### config.mk
export PLATFORM = sky130hd
export DESIGN_NAME = alu_instr_sequencer_flat
export DESIGN_NICKNAME = d
export VERILOG_FILES = /design/src/rtl/alu_instr_sequencer_if.sv /design/src/rtl/alu_instr_sequencer.sv /design/src/flat_wrapper.sv
export SDC_FILE = /design/constraint.sdc
export NUM_CORES = 1
export LEC_CHECK = 0
export BUFFER_PORTS_ARGS = -buffer_cell sky130_fd_sc_hd__buf_2
export CAP_MARGIN = 15
export CORE_ASPECT_RATIO = 0.7
export CORE_UTILIZATION = 40
export CTS_CLUSTER_DIAMETER = 80
export CTS_CLUSTER_SIZE = 30
export DETAILED_ROUTE_END_ITERATION = 10
export PLACE_DENSITY = 0.74
export REMOVE_ABC_BUFFERS = 1
export SETUP_SLACK_MARGIN = 0.2
export SLEW_MARGIN = 10
export SYNTH_ARGS = -nofsm -noshare
export SYNTH_HDL_FRONTEND = slang
export SYNTH_SLANG_ARGS = --single-unit
export TNS_END_PERCENT = 50
### constraint.sdc
create_clock -name clock -period 2.5 [get_ports clock]
set_input_delay 0.75 -clock clock [delete_from_list [all_inputs] [get_ports clock]]
set_output_delay 0.75 -clock clock [all_outputs]
set_load 0.02 [all_outputs]
### src/rtl/alu_instr_sequencer_if.sv
// Control/status bundle between the ALU-class sequencer and the single-bus datapath.
// The sequencer side takes the master modport; the datapath/IR side takes slave.
interface alu_instr_sequencer_if #(
   parameter int COUNT_W = 16
);
   logic               run;
   logic               mem_ready;
   logic [31:0]        ir;
   logic               pc_out;
   logic               mar_in;
   logic               inc_pc;
   logic               z_in;
   logic               zlow_out;
   logic               pc_in;
   logic               read;
   logic               mdr_in;
   logic               mdr_out;
   logic               ir_in;
   logic               gra;
   logic               grb;
   logic               grc;
   logic               r_out;
   logic               r_in;
   logic               y_in;
   logic               c_out;
   logic [1:0]         alu_sel;
   logic [2:0]         state;
   logic               halted;
   logic               fault;
   logic [COUNT_W-1:0] instr_count;

   modport master (
      input  run, mem_ready, ir,
      output pc_out, mar_in, inc_pc, z_in, zlow_out, pc_in, read, mdr_in, mdr_out, ir_in,
      output gra, grb, grc, r_out, r_in, y_in, c_out,
      output alu_sel, state, halted, fault, instr_count
   );

   modport slave (
      output run, mem_ready, ir,
      input  pc_out, mar_in, inc_pc, z_in, zlow_out, pc_in, read, mdr_in, mdr_out, ir_in,
      input  gra, grb, grc, r_out, r_in, y_in, c_out,
      input  alu_sel, state, halted, fault, instr_count
   );
endinterface

### src/rtl/alu_instr_sequencer.sv
// Moore control FSM for the Mini SRC single-bus datapath, ALU-class subset only:
// fetch in T0-T2, register/immediate logic and arithmetic execute in T3-T5.
//
// state | meaning
// IDLE  | waiting for run at an instruction boundary
// T0    | PC onto bus, MAR load, PC increment into Z
// T1    | Z back into PC, memory read into MDR; waits on mem_ready
// T2    | MDR into IR
// T3    | decode; Rb into Y for ALU ops, nop retires here
// T4    | Rc or immediate through the ALU into Z
// T5    | Z into Ra, retire
// HALT  | halt instruction, illegal opcode or memory timeout; only clear exits
module alu_instr_sequencer #(
   parameter int COUNT_W     = 16,
   parameter int MEM_TIMEOUT = 15
) (
   input  logic                  clock,
   input  logic                  clear,
   alu_instr_sequencer_if.master bus
);
   typedef enum logic [2:0] {
      S_IDLE = 3'd0,
      S_T0   = 3'd1,
      S_T1   = 3'd2,
      S_T2   = 3'd3,
      S_T3   = 3'd4,
      S_T4   = 3'd5,
      S_T5   = 3'd6,
      S_HALT = 3'd7
   } state_t;

   localparam logic [4:0] OP_ADD  = 5'b00011;
   localparam logic [4:0] OP_SUB  = 5'b00100;
   localparam logic [4:0] OP_AND  = 5'b00101;
   localparam logic [4:0] OP_OR   = 5'b00110;
   localparam logic [4:0] OP_ADDI = 5'b01100;
   localparam logic [4:0] OP_ANDI = 5'b01101;
   localparam logic [4:0] OP_ORI  = 5'b01110;
   localparam logic [4:0] OP_NOP  = 5'b11010;
   localparam logic [4:0] OP_HALT = 5'b11011;

   localparam int              TMO_W    = $clog2(MEM_TIMEOUT + 1);
   localparam logic [TMO_W-1:0] TMO_LAST = TMO_W'(MEM_TIMEOUT - 1);

   state_t             state_q, state_nxt;
   logic               fault_q;
   logic [COUNT_W-1:0] count_q;
   logic [TMO_W-1:0]   tmo_q;
   logic               set_fault;
   logic               retire;
   logic [4:0]         opcode;
   logic               is_reg, is_imm, is_nop, is_halt;
   logic [1:0]         sel_dec;
   logic               unused_ir;

   assign opcode    = bus.ir[31:27];
   assign unused_ir = ^bus.ir[26:0];

   assign is_reg  = (opcode == OP_ADD) || (opcode == OP_SUB) || (opcode == OP_AND) || (opcode == OP_OR);
   assign is_imm  = (opcode == OP_ADDI) || (opcode == OP_ANDI) || (opcode == OP_ORI);
   assign is_nop  = (opcode == OP_NOP);
   assign is_halt = (opcode == OP_HALT);

   always_comb begin
      sel_dec = 2'd0;
      case (opcode)
         OP_SUB:          sel_dec = 2'd1;
         OP_AND, OP_ANDI: sel_dec = 2'd2;
         OP_OR,  OP_ORI:  sel_dec = 2'd3;
         default:         sel_dec = 2'd0;
      endcase
   end

   always_ff @(posedge clock or posedge clear) begin
      if (clear) begin
         state_q <= S_IDLE;
         fault_q <= 1'b0;
         count_q <= '0;
         tmo_q   <= '0;
      end else begin
         state_q <= state_nxt;
         if (set_fault) fault_q <= 1'b1;
         if (retire)    count_q <= count_q + 1'b1;
         // Counts only stalled T1 cycles; any other state leaves it at zero for the next entry.
         if (state_q == S_T1 && !bus.mem_ready) tmo_q <= tmo_q + 1'b1;
         else                                    tmo_q <= '0;
      end
   end

   always_comb begin
      state_nxt    = state_q;
      set_fault    = 1'b0;
      retire       = 1'b0;
      bus.pc_out   = 1'b0;
      bus.mar_in   = 1'b0;
      bus.inc_pc   = 1'b0;
      bus.z_in     = 1'b0;
      bus.zlow_out = 1'b0;
      bus.pc_in    = 1'b0;
      bus.read     = 1'b0;
      bus.mdr_in   = 1'b0;
      bus.mdr_out  = 1'b0;
      bus.ir_in    = 1'b0;
      bus.gra      = 1'b0;
      bus.grb      = 1'b0;
      bus.grc      = 1'b0;
      bus.r_out    = 1'b0;
      bus.r_in     = 1'b0;
      bus.y_in     = 1'b0;
      bus.c_out    = 1'b0;
      bus.alu_sel  = 2'd0;
      case (state_q)
         S_IDLE: if (bus.run) state_nxt = S_T0;
         S_T0: begin
            bus.pc_out = 1'b1;
            bus.mar_in = 1'b1;
            bus.inc_pc = 1'b1;
            bus.z_in   = 1'b1;
            state_nxt  = S_T1;
         end
         S_T1: begin
            bus.zlow_out = 1'b1;
            bus.pc_in    = 1'b1;
            bus.read     = 1'b1;
            bus.mdr_in   = 1'b1;
            if (bus.mem_ready) begin
               state_nxt = S_T2;
            end else if (tmo_q == TMO_LAST) begin
               state_nxt = S_HALT;
               set_fault = 1'b1;
            end
         end
         S_T2: begin
            bus.mdr_out = 1'b1;
            bus.ir_in   = 1'b1;
            state_nxt   = S_T3;
         end
         S_T3: begin
            if (is_reg || is_imm) begin
               bus.grb   = 1'b1;
               bus.r_out = 1'b1;
               bus.y_in  = 1'b1;
               state_nxt = S_T4;
            end else if (is_nop) begin
               retire    = 1'b1;
               state_nxt = bus.run ? S_T0 : S_IDLE;
            end else if (is_halt) begin
               state_nxt = S_HALT;
            end else begin
               state_nxt = S_HALT;
               set_fault = 1'b1;
            end
         end
         S_T4: begin
            bus.z_in    = 1'b1;
            bus.alu_sel = sel_dec;
            // Immediate forms put the sign-extended C field on the bus in place of Rc.
            if (is_imm) begin
               bus.c_out = 1'b1;
            end else begin
               bus.grc   = 1'b1;
               bus.r_out = 1'b1;
            end
            state_nxt = S_T5;
         end
         S_T5: begin
            bus.zlow_out = 1'b1;
            bus.gra      = 1'b1;
            bus.r_in     = 1'b1;
            retire       = 1'b1;
            state_nxt    = bus.run ? S_T0 : S_IDLE;
         end
         S_HALT:  state_nxt = S_HALT;
         default: state_nxt = S_IDLE;
      endcase
   end

   assign bus.state       = state_q;
   assign bus.halted      = (state_q == S_HALT);
   assign bus.fault       = fault_q;
   assign bus.instr_count = count_q;
endmodule

### src/flat_wrapper.sv
// flat-port wrapper written by rule: the top's interface ports become plain ports
module alu_instr_sequencer_flat 
#(
   parameter int COUNT_W     = 16,
   parameter int MEM_TIMEOUT = 15
)
  (clock, clear, bus_run, bus_mem_ready, bus_ir, bus_pc_out, bus_mar_in, bus_inc_pc, bus_z_in, bus_zlow_out, bus_pc_in, bus_read, bus_mdr_in, bus_mdr_out, bus_ir_in, bus_gra, bus_grb, bus_grc, bus_r_out, bus_r_in, bus_y_in, bus_c_out, bus_alu_sel, bus_state, bus_halted, bus_fault, bus_instr_count);
  alu_instr_sequencer_if #(.COUNT_W(COUNT_W)) bus_i ();
  input  logic clock;
  input  logic clear;
  input wire logic [$bits(bus_i.run)-1:0] bus_run;
  input wire logic [$bits(bus_i.mem_ready)-1:0] bus_mem_ready;
  input wire logic [$bits(bus_i.ir)-1:0] bus_ir;
  output wire logic [$bits(bus_i.pc_out)-1:0] bus_pc_out;
  output wire logic [$bits(bus_i.mar_in)-1:0] bus_mar_in;
  output wire logic [$bits(bus_i.inc_pc)-1:0] bus_inc_pc;
  output wire logic [$bits(bus_i.z_in)-1:0] bus_z_in;
  output wire logic [$bits(bus_i.zlow_out)-1:0] bus_zlow_out;
  output wire logic [$bits(bus_i.pc_in)-1:0] bus_pc_in;
  output wire logic [$bits(bus_i.read)-1:0] bus_read;
  output wire logic [$bits(bus_i.mdr_in)-1:0] bus_mdr_in;
  output wire logic [$bits(bus_i.mdr_out)-1:0] bus_mdr_out;
  output wire logic [$bits(bus_i.ir_in)-1:0] bus_ir_in;
  output wire logic [$bits(bus_i.gra)-1:0] bus_gra;
  output wire logic [$bits(bus_i.grb)-1:0] bus_grb;
  output wire logic [$bits(bus_i.grc)-1:0] bus_grc;
  output wire logic [$bits(bus_i.r_out)-1:0] bus_r_out;
  output wire logic [$bits(bus_i.r_in)-1:0] bus_r_in;
  output wire logic [$bits(bus_i.y_in)-1:0] bus_y_in;
  output wire logic [$bits(bus_i.c_out)-1:0] bus_c_out;
  output wire logic [$bits(bus_i.alu_sel)-1:0] bus_alu_sel;
  output wire logic [$bits(bus_i.state)-1:0] bus_state;
  output wire logic [$bits(bus_i.halted)-1:0] bus_halted;
  output wire logic [$bits(bus_i.fault)-1:0] bus_fault;
  output wire logic [$bits(bus_i.instr_count)-1:0] bus_instr_count;
  assign bus_i.run = bus_run;
  assign bus_i.mem_ready = bus_mem_ready;
  assign bus_i.ir = bus_ir;
  assign bus_pc_out = bus_i.pc_out;
  assign bus_mar_in = bus_i.mar_in;
  assign bus_inc_pc = bus_i.inc_pc;
  assign bus_z_in = bus_i.z_in;
  assign bus_zlow_out = bus_i.zlow_out;
  assign bus_pc_in = bus_i.pc_in;
  assign bus_read = bus_i.read;
  assign bus_mdr_in = bus_i.mdr_in;
  assign bus_mdr_out = bus_i.mdr_out;
  assign bus_ir_in = bus_i.ir_in;
  assign bus_gra = bus_i.gra;
  assign bus_grb = bus_i.grb;
  assign bus_grc = bus_i.grc;
  assign bus_r_out = bus_i.r_out;
  assign bus_r_in = bus_i.r_in;
  assign bus_y_in = bus_i.y_in;
  assign bus_c_out = bus_i.c_out;
  assign bus_alu_sel = bus_i.alu_sel;
  assign bus_state = bus_i.state;
  assign bus_halted = bus_i.halted;
  assign bus_fault = bus_i.fault;
  assign bus_instr_count = bus_i.instr_count;
  alu_instr_sequencer #(.COUNT_W(COUNT_W), .MEM_TIMEOUT(MEM_TIMEOUT)) u_core (.clock(clock), .clear(clear), .bus(bus_i));
endmodule
==> results.json <==
{
  "start_util_pct": 43.4,
  "p_int_uw": 1070,
  "setup_violations": 0,
  "r2r_start": "u_core.bus.state[1]",
  "portBuffers": 48,
  "post_drt_wl_per_cell_um": 12.7,
  "end_kind": "output pin",
  "power_uw": 1980,
  "die_area_um2": 3770,
  "rsz0062_at_grt": "true",
  "antenna_left": 0,
  "power_switching_uw": 911,
  "syn_inst": 145,
  "diodes": 0,
  "period_share_pct": 96.5,
  "timing.final.crit_period_ps": 2410,
  "core_region_area_um2": 3250,
  "fin_area_um2": 1850,
  "insertion_delay_ps": 270,
  "grt_usage_pct": 17.8,
  "startpoint": "bus_ir[30]",
  "tritoncts": "yes",
  "rows": 17,
  "crit_path_frequent_cell": "buf_6",
  "yosys.cell_types.count": 39,
  "swShare_pct": 46.1,
  "min_path_type": "reg2reg",
  "skew_ps": 6.24,
  "pwr-share-seq_pct": 33.5,
  "totalWireLength_um": 3040,
  "status": "finished, final reports clean",
  "syn2layout_area_growth_pct": 30.9,
  "critPathLaunchType": "primary input",
  "post-route-util_pct": 56.8,
  "p_per_area_nw_per_um2": 1070,
  "layout_common_cells": "41 x buf_2, 21 x dfrtp_1, 13 x nor2_1",
  "route.detailed.drc": 0,
  "ys_ff_latch": 24,
  "hold_viol": 0,
  "crit_fanout": 3,
  "dp_cells": 235,
  "die_x_um": 73.0,
  "required_ps": 1750,
  "h-tree-depth": 1,
  "maxSlewHeadroom_pct": 57.9,
  "worst_slack_ps": 87.7,
  "crit_chain": "buf_6, nor4bb_4, o21bai_1, nor3_2, or2_4, buf_6",
  "synth_warnings": 0,
  "syn_area_um2": 1410,
  "final_cells": 240,
  "die-height_um": 51.7,
  "routabilityCongestion": 0.769,
  "grt_overflow": 0,
  "grt_pass1_wl_um": 5130,
  "vias": 1208,
  "p_leak_uw": 0.000836,
  "maxCapViolCount": 0,
  "grt_max_degree": 25,
  "drt_iter0_markers": 41,
  "power.share.combinational_pct": 49.5,
  "synth.avg_cell_area_um2": 9.73,
  "critical_path.slowest_cell": "nor4bb_4",
  "cts_hold_buf": 0,
  "max_slew.worst_pin.slew_ps": 631,
  "clock_sinks": 24,
  "dp_hpwl_um": 2180,
  "final_common_cell": "buf_2",
  "critPathMaxStageDelay_ps": 260,
  "ir_drop_v": 0.000742,
  "synth_ff_type": "dfrtp_1",
  "cts_buffer_depth": 2,
  "antenna_found_initial": 0,
  "fill_cells": 298,
  "drt-vias-per-instance": 5.03,
  "cp.arrival_ps": 1660,
  "drv_slew": 0,
  "clkTransAtPathRegs_ps": 80,
  "dr.pass1.iters": 4,
  "drive_gt1_share_pct": 42.5,
  "ys_seq_area_share_pct": 42.6,
  "final_nets": 233,
  "pre_cts_slack_ps": -89.9,
  "grt_pass1_vias": 1137,
  "synth-async-reset-ratio_pct": 100,
  "synth_edf_count": 0,
  "clockRootBuffer": "clkbuf_8",
  "placed_cell_area_um2": 1680,
  "max_freq_ghz": 0.415,
  "io_pins": 76,
  "power_frac_clock_pct": 17.1,
  "crit_type": "in2out",
  "cts_made_buffers": 3,
  "holdCritStartpoint": "u_core.bus.instr_count[15]"
}
-- kinds of logic (layout without fill, tap and decap cells) --
kind of cell               count (synthesis)  count (layout)  synth area share (%)
DFF                                       24              24                  42.6
xor gates and xnor gates                  18              18                  11.2
muxes                                      1               1                 0.798
AOI/OAI and AO/OA                         12              12                  5.76
adders and majority gates                  3               3                  2.66
and+or+nand+nor                           69              69                  29.3
buffers and inverters                     18              66                  7.80
-- metrics by stage --
stage | TNS, ps | hold slack, ps
after floorplan | -1810 | 455
after global placement | -63.0 | 452
after detailed placement | -97.7 | 456
after CTS | 0 | 474
after global routing | -28.8 | 496
final | 0 | 467
-- critical path: cells and delay by family --
| family | cells | cell delay [ps] |
|---|---|---|
| buffers and inverters | 2 | 200 |
| AND/OR/NAND/NOR | 3 | 590 |
| AO/OA/AOI/OAI | 1 | 120 |
-- registers in the layout (all words and copies together) (netlist names) --
signal	flops
u_core.bus.fault	1
u_core.bus.state	3
u_core.bus.instr_count	16
u_core.tmo_q	4
-- timing repair --
item                                    in CTS  in global routing
pin swaps                                    4                  3
setup buffers                                1                  0
gates resized for setup                      8                 16
endpoints found under the setup margin       4                  9
-- cells in the mapped netlist, types with 4 or more instances --
cell type	number	share of area (%)
dfrtp_1	24	43
nor2_1	13	3.5
xor2_1	11	6.8
nand2_1	10	2.7
nand3_1	9	3.2
nor3_1	9	3.2
buf_4	7	3.7
xnor2_1	7	4.3
inv_1	5	1.3
nor2b_1	5	2.2
a21oi_1	4	1.4
nand4_1	4	1.8
-- final timing paths --
kind / endpoint / slack, ps / depth (start not counted)
setup / recovery: bus_r_out / 90 / 6
hold / removal: u_core.bus.instr_count[15] / 470 / 1
setup reg to reg: u_core.bus.instr_count[12] / 770 / 4
hold reg to reg: u_core.bus.instr_count[15] / 470 / 1
max in group asynchronous: u_core.bus.state[1] / 1740 / 3
min in group asynchronous: u_core.bus.instr_count[11] / 510 / 3
-- power groups by stage --
stage	combinational, µW	clock (µW)	sequential [µW]
2_1_floorplan	527	0	739
3_3_place_gp	937	0	651
3_5_place_dp	949	0	655
4_1_cts	969	349	648
5_1_grt	1070	363	684
6_report	977	338	661
-- routing by layer --
metal  global-route usage [%]  wire length [µm]
met1                     23.8              1440
met2                     29.3              1410
met3                     4.07               172
met4                     4.25                12
met5                        0                 0
-- layout make-up --
| cell class | count | area [µm²] | share of cell area, % |
|---|---|---|---|
| repair buffers | 57 | 340 | 18.4 |
| multi-input cells | 103 | 754 | 40.8 |
| well taps | 47 | 58.8 | 3.18 |
| inverters | 5 | 18.8 | 1.02 |
| clock inverters | 1 | 30.0 | 1.62 |
| clock buffers | 3 | 41.3 | 2.23 |
| flip-flops and latches | 24 | 604 | 32.7 |
Power figures use the tool's default switching activity.
